==> config.mk <==
export PLATFORM = sky130hd
export DESIGN_NAME = imem_boot_loader
export DESIGN_NICKNAME = d
export VERILOG_FILES = /design/src/rtl/mips_boot_pkg.sv /design/src/rtl/boot_word_packer.sv /design/src/rtl/imem_boot_loader.sv
export SDC_FILE = /design/constraint.sdc
export NUM_CORES = 1
export LEC_CHECK = 0
export CORE_UTILIZATION = 40
export CTS_CLUSTER_DIAMETER = 150
export DETAILED_ROUTE_END_ITERATION = 7
export PLACE_DENSITY = 0.73
export SLEW_MARGIN = 20
export SYNTH_ARGS = -nofsm -noshare
export SYNTH_HDL_FRONTEND = slang
export SYNTH_SLANG_ARGS = --single-unit
==> constraint.sdc <==
create_clock -name clk -period 5.1 [get_ports clk]
set_input_delay 0.51 -clock clk [delete_from_list [all_inputs] [get_ports clk]]
set_output_delay 0.51 -clock clk [all_outputs]
set_load 0.05 [all_outputs]
==> src/rtl/mips_boot_pkg.sv <==
// Shared constants for the instruction-memory boot loader: FSM encoding and image framing.
package mips_boot_pkg;

    localparam logic [2:0] S_LEN_HI = 3'd0;
    localparam logic [2:0] S_LEN_LO = 3'd1;
    localparam logic [2:0] S_DATA   = 3'd2;
    localparam logic [2:0] S_CHECK  = 3'd3;
    localparam logic [2:0] S_DONE   = 3'd4;
    localparam logic [2:0] S_ERROR  = 3'd5;

    localparam int BYTES_PER_WORD = 4;
    localparam int HEADER_BYTES   = 2;

endpackage

==> src/rtl/boot_word_packer.sv <==
// Packs a byte stream into big-endian 32-bit words; flags the byte that completes a word.
module boot_word_packer
    import mips_boot_pkg::*;
(
    input  logic        clk,
    input  logic        reset,
    input  logic        byte_valid,
    input  logic [7:0]  byte_in,
    output logic        word_complete,
    output logic [31:0] word
);

    logic [8*(BYTES_PER_WORD-1)-1:0] shreg;
    logic [1:0]                      byte_cnt;

    // The final byte is merged combinationally so the word is ready on the completing beat.
    assign word_complete = byte_valid && (byte_cnt == 2'(BYTES_PER_WORD - 1));
    assign word          = {shreg, byte_in};

    always_ff @(posedge clk) begin
        if (reset) begin
            shreg    <= '0;
            byte_cnt <= '0;
        end else if (byte_valid) begin
            shreg    <= {shreg[8*(BYTES_PER_WORD-2)-1:0], byte_in};
            byte_cnt <= byte_cnt + 2'd1;
        end
    end

endmodule

==> src/rtl/imem_boot_loader.sv <==
// Loads a length-prefixed, XOR-checked program image into instruction memory and
// holds the core in reset until the image is verified.
module imem_boot_loader
    import mips_boot_pkg::*;
#(
    parameter int MAX_WORDS  = 256,
    parameter int ADDR_WIDTH = 32
) (
    input  logic                  clk,
    input  logic                  reset,
    input  logic [7:0]            rx_data,
    input  logic                  rx_valid,
    output logic                  rx_ready,
    output logic                  imem_we,
    output logic [ADDR_WIDTH-1:0] imem_addr,
    output logic [31:0]           imem_wdata,
    output logic                  cpu_reset,
    output logic                  load_done,
    output logic                  load_error
);

    localparam int IDX_W = $clog2(MAX_WORDS + 1);

    logic [2:0]       state;
    logic [15:0]      len;
    logic [IDX_W-1:0] word_index;
    logic [7:0]       chk_xor;
    logic             accept;
    logic             word_complete;
    logic [31:0]      packed_word;
    logic [15:0]      n_hdr;
    logic             last_word;

    assign rx_ready = (state == S_LEN_HI) || (state == S_LEN_LO) ||
                      (state == S_DATA)   || (state == S_CHECK);
    assign accept   = rx_valid && rx_ready;
    assign n_hdr    = {len[15:8], rx_data};
    assign last_word = (17'(word_index) + 17'd1) == {1'b0, len};

    boot_word_packer u_packer (
        .clk           (clk),
        .reset         (reset),
        .byte_valid    (accept && (state == S_DATA)),
        .byte_in       (rx_data),
        .word_complete (word_complete),
        .word          (packed_word)
    );

    always_ff @(posedge clk) begin
        if (reset) begin
            state      <= S_LEN_HI;
            len        <= '0;
            word_index <= '0;
            chk_xor    <= '0;
            imem_we    <= 1'b0;
            imem_addr  <= '0;
            imem_wdata <= '0;
            cpu_reset  <= 1'b1;
            load_done  <= 1'b0;
            load_error <= 1'b0;
        end else begin
            imem_we <= 1'b0;
            if (accept) begin
                case (state)
                    S_LEN_HI: begin
                        len[15:8] <= rx_data;
                        state     <= S_LEN_LO;
                    end
                    S_LEN_LO: begin
                        len <= n_hdr;
                        // Rejecting oversize here keeps word_index from ever wrapping.
                        if (32'(n_hdr) > 32'(MAX_WORDS)) begin
                            state      <= S_ERROR;
                            load_error <= 1'b1;
                        end else if (n_hdr == 16'd0) begin
                            state <= S_CHECK;
                        end else begin
                            state <= S_DATA;
                        end
                    end
                    S_DATA: begin
                        chk_xor <= chk_xor ^ rx_data;
                        if (word_complete) begin
                            imem_we    <= 1'b1;
                            imem_wdata <= packed_word;
                            imem_addr  <= ADDR_WIDTH'({word_index, 2'b00});
                            word_index <= word_index + 1'b1;
                            if (last_word)
                                state <= S_CHECK;
                        end
                    end
                    S_CHECK: begin
                        if (rx_data == chk_xor) begin
                            state     <= S_DONE;
                            load_done <= 1'b1;
                            cpu_reset <= 1'b0;
                        end else begin
                            state      <= S_ERROR;
                            load_error <= 1'b1;
                        end
                    end
                    default: ;
                endcase
            end
        end
    end

endmodule

==> flow_summary.ini <==
[sta]
finalSetupTns_ns = 0
skew_ns = 0.01002
max_clock_freq_mhz = 316.5
worst_hold_slack_ns = 0.4540
relative_max_transition_margin = 0.3132
tightest_slew_ns = 1.030
finalSetupViolCount = 0
slew_violations = 0
final_hold_viol_count = 0
layout_worst_path_cycle_share = 0.6195
rsz_0062_raised_after_global_routing = false
finalWorstSetupSlack_ns = 1.941
timing.final.crit_period_ns = 3.159

[routing]
detail_route.vias_per_cell = 4.902
drcViolationCount = 0
avg_wl_per_cell_um = 12.42
1st_iter_drt_viols = 177
drt.antenna.violating_nets = 0
vias = 3583
drtPass1Iterations = 5
route.final.wire_length_um = 9081

[worst_setup_path]
critical_path_peak_fanout = 46
startpoint_type = input pin
worst-endpoint-required_ns = 5.38
worst-setup-path-type = input pin to register
critical_path.endpoint_type = register
critPathBufInv = 2
crit_path_cell_trace = clkdlybuf4s50_1 -> and4bb_1 -> buf_4 -> nand2_4 -> or4_1 -> or4_4 -> o211a_1 -> a211oi_1
slowest_delay_ns = 0.60
critPathSlowestCell = or4_1
path_delay_family = simple AND/OR/NAND/NOR gates
worst-endpoint-arrival_ns = 3.44

[synthesis]
netlist_instances = 556
synthesis.area_sq_mm = 0.004403
count_of_state_elements_after_synthesis = 107
synth_xor_xnor_area_share = 0.06962
netlist.area_leader.share = 0.4865
synth.mux.area_fraction = 0
synth_compound_area_frac = 0.1267
syn_avg_cell_area_sq_um = 7.919
main_combinational_cell_family_by_area_after_synthesis = simple AND/OR/NAND/NOR gates
post_synth_top_cells = nand2_1 (173), dfxtp_1 (107), a21oi_1 (88), nor2_1 (27), clkbuf_1 (26)
ys_warns = 0
synth_async_sr_flop_share = 0
top_reg_cell_synth = dfxtp_1
synth_area_leader_cell = dfxtp_1
yosysUniqueCellTypes = 40
synthMostInstantiatedCell = nand2_1
synth_adder_area_share = 0.005683
synth_seq_area_share = 0.4865
leading_post_synthesis_cells_by_cell_area = dfxtp_1 (49%), nand2_1 (15%), a21oi_1 (10%)
synth-edff-count = 0
synth_simple_gate_area_frac = 0.2336

[finish]
final_layout_size_suffix_gt1_frac = 0.03529
fillers = 993
areaGrowthSynthToFinish_pct = 15.97
antenna_cells = 0
final_net_count = 603

[cts]
cts_hold_repair.buffers = 0
cts_max_path_buffers = 2
insertion_delay_ns = 0.37
tritoncts = yes
cts_post_setup_buffers_inserted = 0
clock_tree_root_buffer_cell = clkbuf_8
postCtsResizedCells = 0
clk_transition_reported_paths_ns = 0.11
clock_sinks = 107
htree_levels = 3
tritoncts.num_buffers = 9

[grt]
global_route.overflow_total = 0
grt.total_usage = 0.1660
grt_pass1_vias = 3283
antenna_found_initial = 0
grt_max_degree = 108
grt_first_pass_wirelength_um = 15150

[min_path]
hold_class = register to register

[power_and_ir_drop]
total_leakage_power_nw = 1.744
report.power.total_mw = 1.511
powerDensity_mw_per_mm2 = 295.9
worst_ir_drop_vdd_mv = 0.1349

[die]
core_region_area_sq_mm = 0.01051
die_y_um = 106.9
design.die.area_sq_mm = 0.01143
initial_core_util = 0.4190
num_rows = 37
io-pin-count = 80
fp.dieW_um = 106.9

[placement]
finalWeightedCongestion = 0.8346
dp_hpwl_um = 6099
preCtsSetupSlack_ns = 1.543
portbufs = 56

[status]
outcome = complete, no violations

[flow_run]
count_of_max_cap_constraint_violations = 0
-- stage by stage --
stage	util	instances	area (sq um)
finish	0.4859	731	5106
global route	0.4859	731	5106
CTS	0.4859	731	5106
detailed placement	0.4674	715	4912
global placement	0.4674	715	4912
floorplan	-	578	4486
-- report_power, final --
group | switching [mW] | total [mW] | leakage [nW] | internal (mW)
sequential | 0.0148 | 0.865 | 0.864 | 0.850
clock | 0.302 | 0.503 | 0.0905 | 0.201
combinational | 0.104 | 0.142 | 0.789 | 0.0383
total | 0.421 | 1.51 | 1.74 | 1.09
-- layout by cell type, fill, tap and decap left out, drive strengths merged, types with 2 or more instances in the layout --
master         instances
clkbuf                10
conb                  23
clkinvlp               3
and3                   7
a21oi                 88
nor3                   4
dfxtp                107
nor2                  27
xnor2                 19
clkdlybuf4s50         55
buf                    3
nand2                174
xor2                  16
o21ai                  5
nand3                 11
ha                     2
nand4                  3
and2                   2
inv                    9
or4                    3
nor2b                  3
a21boi                 2
a21o                   2
nor4                   4
-- registers in the layout, summed over array words and instances (netlist names) --
signal,cells
state,3
word_index,9
load_done,1
cpu_reset,1
u_packer.byte_cnt,2
imem_addr,9
chk_xor,8
load_error,1
u_packer.shreg,24
len,16
imem_wdata,32
imem_we,1
-- metal layers --
metal,track usage,wire [um],up-vias
met4,0.06849,158,0
met5,0,0,-
met1,0.2291,4354,1600
met3,0.03222,582,14
met2,0.2530,3985,136
li1,-,-,1833
-- cells by family (layout without fill, tap and decap cells) --
| family | Yosys count | after routing |
|---|---|---|
| other cells | 1 | 23 |
| fa+ha+maj | 2 | 2 |
| simple gates | 243 | 243 |
| flops | 107 | 107 |
| buf+inv | 63 | 80 |
| xor+xnor | 35 | 35 |
| compound gates | 105 | 105 |
-- layout make-up --
| type | instances | area, sq um | share of cell area |
|---|---|---|---|
| sequential | 107 | 2142 | 0.4195 |
| multi-input combinational | 408 | 2004 | 0.3926 |
| timing repair buffer | 58 | 573.1 | 0.1122 |
| tap | 136 | 170.2 | 0.03333 |
| clock buffer | 10 | 137.6 | 0.02695 |
| clock inverter | 6 | 56.30 | 0.01103 |
| inverter | 6 | 22.52 | 0.004411 |
-- final timing paths --
kind	start	to	slack, ns	cells after the start
worst min-delay path	load_done	load_done	0.45	2
worst max-delay path	rx_valid	state[0]	1.94	8
worst max register to register	state[1]	state[0]	2.16	7
worst min register to register	load_done	load_done	0.45	2
-- worst register-to-register path, cell delays in order, from the launching register on --
cell      delay, ns
dfxtp_1        0.50
and4bb_1       0.24
buf_4          0.29
nand2_4        0.34
or4_1          0.60
or4_4          0.44
o211a_1        0.22
a211oi_1       0.22
(Power assumes the default switching activity.)
